File: src/rtl/regfile_2r1w.sv
// regfile_2r1w: DEPTH = 2**SEL_W words of WIDTH bits. One synchronous write
// port and two independent registered read ports (A, B), each with a
// one-cycle read-enable/valid handshake. Index ZERO_REG reads as zero and
// ignores writes when ZERO_EN=1 and ZERO_REG < DEPTH.
// Optional macro REGFILE_WRITE_BYPASS_EN: a same-edge write to the address
// being read is forwarded to the read result (write-first). When the macro is
// left undefined, reads are read-first and no forwarding mux is built.
module regfile_2r1w #(
  parameter int WIDTH    = 64,
  parameter int SEL_W    = 5,
  parameter int ZERO_REG = 31,
  parameter int ZERO_EN  = 1
) (
  input  logic             clock,
  input  logic             reset_n,
  input  logic             wr_en,
  input  logic [SEL_W-1:0] wr_sel,
  input  logic [WIDTH-1:0] wr_data,
  input  logic             rd_en_a,
  input  logic [SEL_W-1:0] rd_sel_a,
  output logic [WIDTH-1:0] rd_data_a,
  output logic             rd_valid_a,
  input  logic             rd_en_b,
  input  logic [SEL_W-1:0] rd_sel_b,
  output logic [WIDTH-1:0] rd_data_b,
  output logic             rd_valid_b,
  output logic             wr_ignored
);
  localparam int DEPTH = 2**SEL_W;
  // Zero register is active only if enabled and its index actually exists.
  localparam bit ZACTIVE = (ZERO_EN != 0) && (ZERO_REG >= 0) && (ZERO_REG < DEPTH);
  localparam logic [SEL_W-1:0] ZSEL = SEL_W'(ZERO_REG);

  logic [DEPTH-1:0][WIDTH-1:0] r_mem;
  logic                        r_wr_ignored;
  logic                        w_wr_zero;
  logic                        w_wr_act;
  logic [1:0]                  w_rd_en;
  logic [1:0][SEL_W-1:0]       w_rd_sel;

  assign w_wr_zero = ZACTIVE && (wr_sel == ZSEL);
  assign w_wr_act  = wr_en && !w_wr_zero;
  assign w_rd_en   = {rd_en_b, rd_en_a};
  assign w_rd_sel  = {rd_sel_b, rd_sel_a};

  // Storage: writes land on the rising edge; the zero register is never written.
  always_ff @(posedge clock or negedge reset_n) begin
    if (!reset_n)      r_mem         <= '0;
    else if (w_wr_act) r_mem[wr_sel] <= wr_data;
  end

  // Flag a dropped write to the zero register for exactly one cycle.
  always_ff @(posedge clock or negedge reset_n) begin
    if (!reset_n) r_wr_ignored <= 1'b0;
    else          r_wr_ignored <= wr_en && w_wr_zero;
  end

  assign wr_ignored = r_wr_ignored;

  // Read ports are identical; index 0 = A, 1 = B.
  for (genvar p = 0; p < 2; p++) begin : g_rd
    logic [WIDTH-1:0] w_val;
    logic [WIDTH-1:0] r_data;
    logic             r_valid;

    // Read mux: storage, optional same-edge forward, zero register overrides all.
    always_comb begin
      w_val = r_mem[w_rd_sel[p]];
`ifdef REGFILE_WRITE_BYPASS_EN
      if (w_wr_act && (w_rd_sel[p] == wr_sel)) w_val = wr_data;
`endif
      if (ZACTIVE && (w_rd_sel[p] == ZSEL)) w_val = '0;
    end

    // Registered result; data holds when no request, valid tracks the request.
    always_ff @(posedge clock or negedge reset_n) begin
      if (!reset_n) begin
        r_data  <= '0;
        r_valid <= 1'b0;
      end else begin
        r_valid <= w_rd_en[p];
        if (w_rd_en[p]) r_data <= w_val;
      end
    end
  end

  assign rd_data_a  = g_rd[0].r_data;
  assign rd_valid_a = g_rd[0].r_valid;
  assign rd_data_b  = g_rd[1].r_data;
  assign rd_valid_b = g_rd[1].r_valid;

endmodule

File: config.mk
export PLATFORM = sky130hd
export DESIGN_NAME = regfile_2r1w
export DESIGN_NICKNAME = d
export VERILOG_FILES = /design/src/rtl/regfile_2r1w.sv
export SDC_FILE = /design/constraint.sdc
export NUM_CORES = 2
export LEC_CHECK = 0
export CAP_MARGIN = 0
export CORE_MARGIN = 2
export CORE_UTILIZATION = 45
export CTS_BUF_LIST = sky130_fd_sc_hd__clkbuf_8
export DETAILED_ROUTE_END_ITERATION = 7
export PLACE_DENSITY = 0.57
export SYNTH_ARGS = -nofsm -noshare
export SYNTH_HDL_FRONTEND = slang
export SYNTH_SLANG_ARGS = --single-unit
export TNS_END_PERCENT = 50
File: constraint.sdc
create_clock -name clock -period 4.3 [get_ports clock]
set_input_delay 0.86 -clock clock [delete_from_list [all_inputs] [get_ports clock]]
set_output_delay 0.86 -clock clock [all_outputs]
set_load 0.05 [all_outputs]
Yosys cells after proc, flatten, opt, wreduce, memory -nomap -nowiden
Index checks and enable logic that the tools add are counted.

Magnitude comparators: 4. Eq/ne operators: 3. Mux-type cells: 9. Reduce and logical (&&, ||, !) cells: 4.

Operators by type and width (count): 2048-bit bitwise mux (1); 64-bit binary-select mux with 5-bit select (2); 64-bit demux with 5-bit select (1); 64-bit 2-to-1 mux (5); 5-bit by 6-bit less-than comparator with 1-bit output (second input constant) (3); 5-bit equality test (second input constant) (3); 5-bit by 1-bit >= comparator with 1-bit output (second input constant) (1); 1-bit logical AND (3); 1-bit logical NOT (1).

Flip-flop bits (word level): 2179. Input port bits: 84.

Logic depth before layout (Yosys ltp)
Depth after elaboration: 5. Depth in mapped cells: 9. Depth with buffers taken out: 5.

Least setup slack after synthesis
Ideal clock, no wire load.

Path kind: input-to-reg. Start: in rd_sel_b[1]. End: reg g_rd[1].r_data[0], in the netlist rd_data_b[0]. Arrival: 2.480 ns. Path slack: 1.699 ns. Cell stages on the path: 7. Path buffers: 3. Path through: buf_2 -> buf_2 -> buf_1 -> mux4_2 -> a211oi_1 -> o21ai_0 -> a32o_1.

Longest elaborated chain between the ends: 3.

Ends and longest elaborated chain: start: declaration (line 24) `input logic [SEL_W-1:0] rd_sel_b,`; 64-bit binary-select mux with 5-bit select (line 68) `w_val = r_mem[w_rd_sel[p]];`; 64-bit 2-to-1 mux (not written as such) (line 68); 64-bit 2-to-1 mux * (line 72) `if (ZACTIVE && (w_rd_sel[p] == ZSEL)) w_val = '0;`; end signal: assignment (line 82) `if (w_rd_en[p]) r_data <= w_val;`; end: declaration (line 63) `logic [WIDTH-1:0] r_data;`.

Mark *: on every way between the ends. The rest lies on a longest branch, timed or not. The select of a mux whose other input is x is not followed. A chain may end at the register's enable or synchronous reset.

Worst setup path after layout
Start: reg g_rd[0].r_data[63], in the netlist rd_data_a[63]. End: out rd_data_a[63].

RTL lines: start: declaration (line 63); start signal: assignment (line 82); end: declaration (line 21) `output logic [WIDTH-1:0] rd_data_a,`.

No word-level cell between the ends.

==> results.py <==
metrics = {
    "cts": {
        "clk_pin_slew_ns": 0.07,
        "cts_root_buffer": "clkbuf_8",
        "cts_tree": "built",
        "clock_sinks": 2179,
        "clk_latency_ns": 1.13,
        "cts_made_buffers": 394,
        "cts_buffer_depth": 4,
        "cts_max_level": 5,
        "cts_setup_buffers": 0,
        "cts_resized": 0,
        "ctsHoldBuffers": 1,
    },
    "synth": {
        "yosysWarnings": 0,
        "ys_seq_elements": 2179,
        "netlist_area_um2": 113000,
        "ys.flop_type": "dfrtp_1",
        "synth_top_cell_area_share": 0.484,
        "synth-seq-area-share": 0.484,
        "synth_area_leaders": "dfrtp_1 (48%), mux2_2 (19%), mux4_2 (16%), mux2i_1 (5.5%), clkbuf_1 (1.6%)",
        "async_flop_share": 1.00,
        "yosysTopAreaCell": "dfrtp_1",
        "syn_avg_cell_area_um2": 14.8,
        "synth_nets": 7686,
        "ys_types": 55,
        "syn_inst": 7602,
        "synth_edf_count": 0,
    },
    "sta": {
        "finalSetupTns_ns": 0,
        "period_share": 0.822,
        "skew_ns": 0.0681,
        "fmax_mhz": 283,
        "hold_ws_ns": 0.334,
        "report.final.setup_viol": 0,
        "tightest_slew_ns": 1.27,
        "rsz0062_at_grt": "false",
        "finalMaxSlewViolations": 0,
        "fin_crit_ns": 3.54,
        "relSlewSlack": 0.151,
        "hold_viol_final": 0,
    },
    "worst_setup_path": {
        "endpoint_kind": "output port",
        "worst_ep_arrival_time_ns": 2.68,
        "slowest_delay_ns": 0.91,
        "worst-path-max-fanout": 2,
        "cp_data_required_time_ns": 3.44,
        "startpoint_type": "flop",
        "critical_path_class": "reg2out",
        "slowest_stage": "clkdlybuf4s50_1",
        "critPathBufInv": 1,
        "crit_chain": "clkdlybuf4s50_1",
        "crit_family": "buffers and inverters",
    },
    "grt": {
        "antenna_found_initial": 29,
        "grt_pass1_wl_mm": 563,
        "use_met1": 0.414,
        "grt_overflow": 0,
        "grt_usage": 0.304,
        "top_usage_layer": "met2",
        "grt.met3_usage": 0.0485,
        "grt_max_degree": 162,
        "use_met2": 0.491,
        "grt_pass1_vias": 75900,
    },
    "power": {
        "powerDensity_nw_per_um2": 463,
        "irDropWorstVdd_uv": 331,
        "p_leak_nw": 56.0,
    },
    "worst_hold_path": {
        "hold_path_class": "in2async",
    },
    "detailed_routing": {
        "ant_nets": 0,
        "drc": 0,
        "wire_per_inst_um": 34.6,
        "wl_mm": 391,
        "drtPass1Iterations": 7,
        "initialDrtViolationCount": 6642,
        "viasPerCell": 6.52,
        "num_vias": 73600,
    },
    "floorplanning": {
        "dieArea_um2": 254000,
        "num_rows": 183,
        "start_util": 0.453,
        "dieHeight_um": 504,
        "io_pins": 215,
        "dieWidth_um": 504,
        "core_um2": 249000,
    },
    "placed_design": {
        "place_congestion": 0.809,
        "port_buffers": 214,
        "dp_hpwl_mm": 218,
    },
    "cells_and_area": {
        "layout_commonest_cell": "dfrtp_1",
        "fin_nets": 7740,
        "final.fill_count": 21000,
        "final_cell_mix": "dfrtp_1 (2179), mux2_2 (1873), mux4_2 (804), mux2i_1 (616), clkbuf_8 (497)",
        "final_layout_size_suffix_gt1_frac": 0.453,
        "area_delta_synth_final_pct": 12.9,
    },
    "run": {
        "cap_violations": 0,
    },
    "outcome": {
        "status": "finished, final reports clean",
    },
}
[registers in the layout (all words and copies together) (netlist names)]
name / cells
rd_valid_b: 1
rd_data_b: 64
wr_ignored: 1
rd_valid_a: 1
rd_data_a: 64
r_mem: 2048
[synth_stat cells (all sizes together), types with 98 or more instances]
cell type  number
nor2          126
clkbuf        477
buf           392
o22ai         103
o21ai         161
a22o          114
nand2          98
mux2         1991
mux4          804
dfrtp        2179
mux2i         616
[routing by layer]
layer | wire (um) | vias up
met3 | 24500 | 837
met2 | 188000 | 2940
met1 | 163000 | 40300
li1 | - | 29500
met4 | 15100 | 16
met5 | 92 | -
[layout make-up]
class | count | area [um2] | share of cell area
Sequential cell | 2179 | 54500 | 0.429
Multi-Input combinational cell | 4551 | 54300 | 0.427
Clock buffer | 495 | 6810 | 0.0536
Timing Repair Buffer | 527 | 6400 | 0.0504
Tap cell | 3330 | 4170 | 0.0328
Clock inverter | 176 | 843 | 0.00663
Antenna cell | 18 | 45.0 | 0.000354
Inverter | 3 | 21.3 | 0.000167
[stage by stage]
stage	util	setup WS, ns	cell area [um2]	power [mW]	cells
3_3_place_gp	0.480	0.194	119000	39.2	10600
6_report	0.511	0.763	127000	58.9	11300
2_1_floorplan	-	1.70	113000	35.6	7602
5_1_grt	0.511	0.735	127000	61.5	11300
4_1_cts	0.511	0.720	127000	59.2	11300
3_5_place_dp	0.480	0.512	119000	39.7	10600
[power breakdown]
part / switching, mW / internal [mW] / total, mW
Sequential: 3.04 / 24.4 / 27.4
Clock: 8.95 / 10.5 / 19.4
Combinational: 5.16 / 6.88 / 12.0
Total: 17.1 / 41.7 / 58.9
[worst paths after layout]
check                               from       endpoint  slack (ns)  depth (start not counted)
setup / recovery           rd_data_a[63]  rd_data_a[63]        0.76                          1
setup reg to reg              r_mem[462]  rd_data_b[14]        2.20                          4
max in group asynchronous        reset_n     r_mem[498]        2.49                          3
min in group clock           r_mem[2036]    r_mem[2036]        0.40                          0
hold reg to reg              r_mem[2036]    r_mem[2036]        0.40                          0
hold / removal                   reset_n    r_mem[1702]        0.33                          2
[worst register-to-register path, stage by stage (launching register included)]
cell and delay, ns:
dfrtp_1 0.39, mux4_2 0.51, a2111oi_0 0.68, o21ai_1 0.15, a32o_1 0.28
[kinds of logic (layout without fill, tap and decap cells)]
logic type | count (synthesis) | count (layout) | share of synthesized area
multiplexers | 3411 | 3411 | 0.414
flip-flops | 2179 | 2179 | 0.484
buffers and inverters | 872 | 1201 | 0.0366
AO/OA/AOI/OAI | 750 | 750 | 0.0485
AND/OR/NAND/NOR | 390 | 390 | 0.0165
other | 0 | 18 | 0
Note: power is estimated with default switching activity, not from simulation.
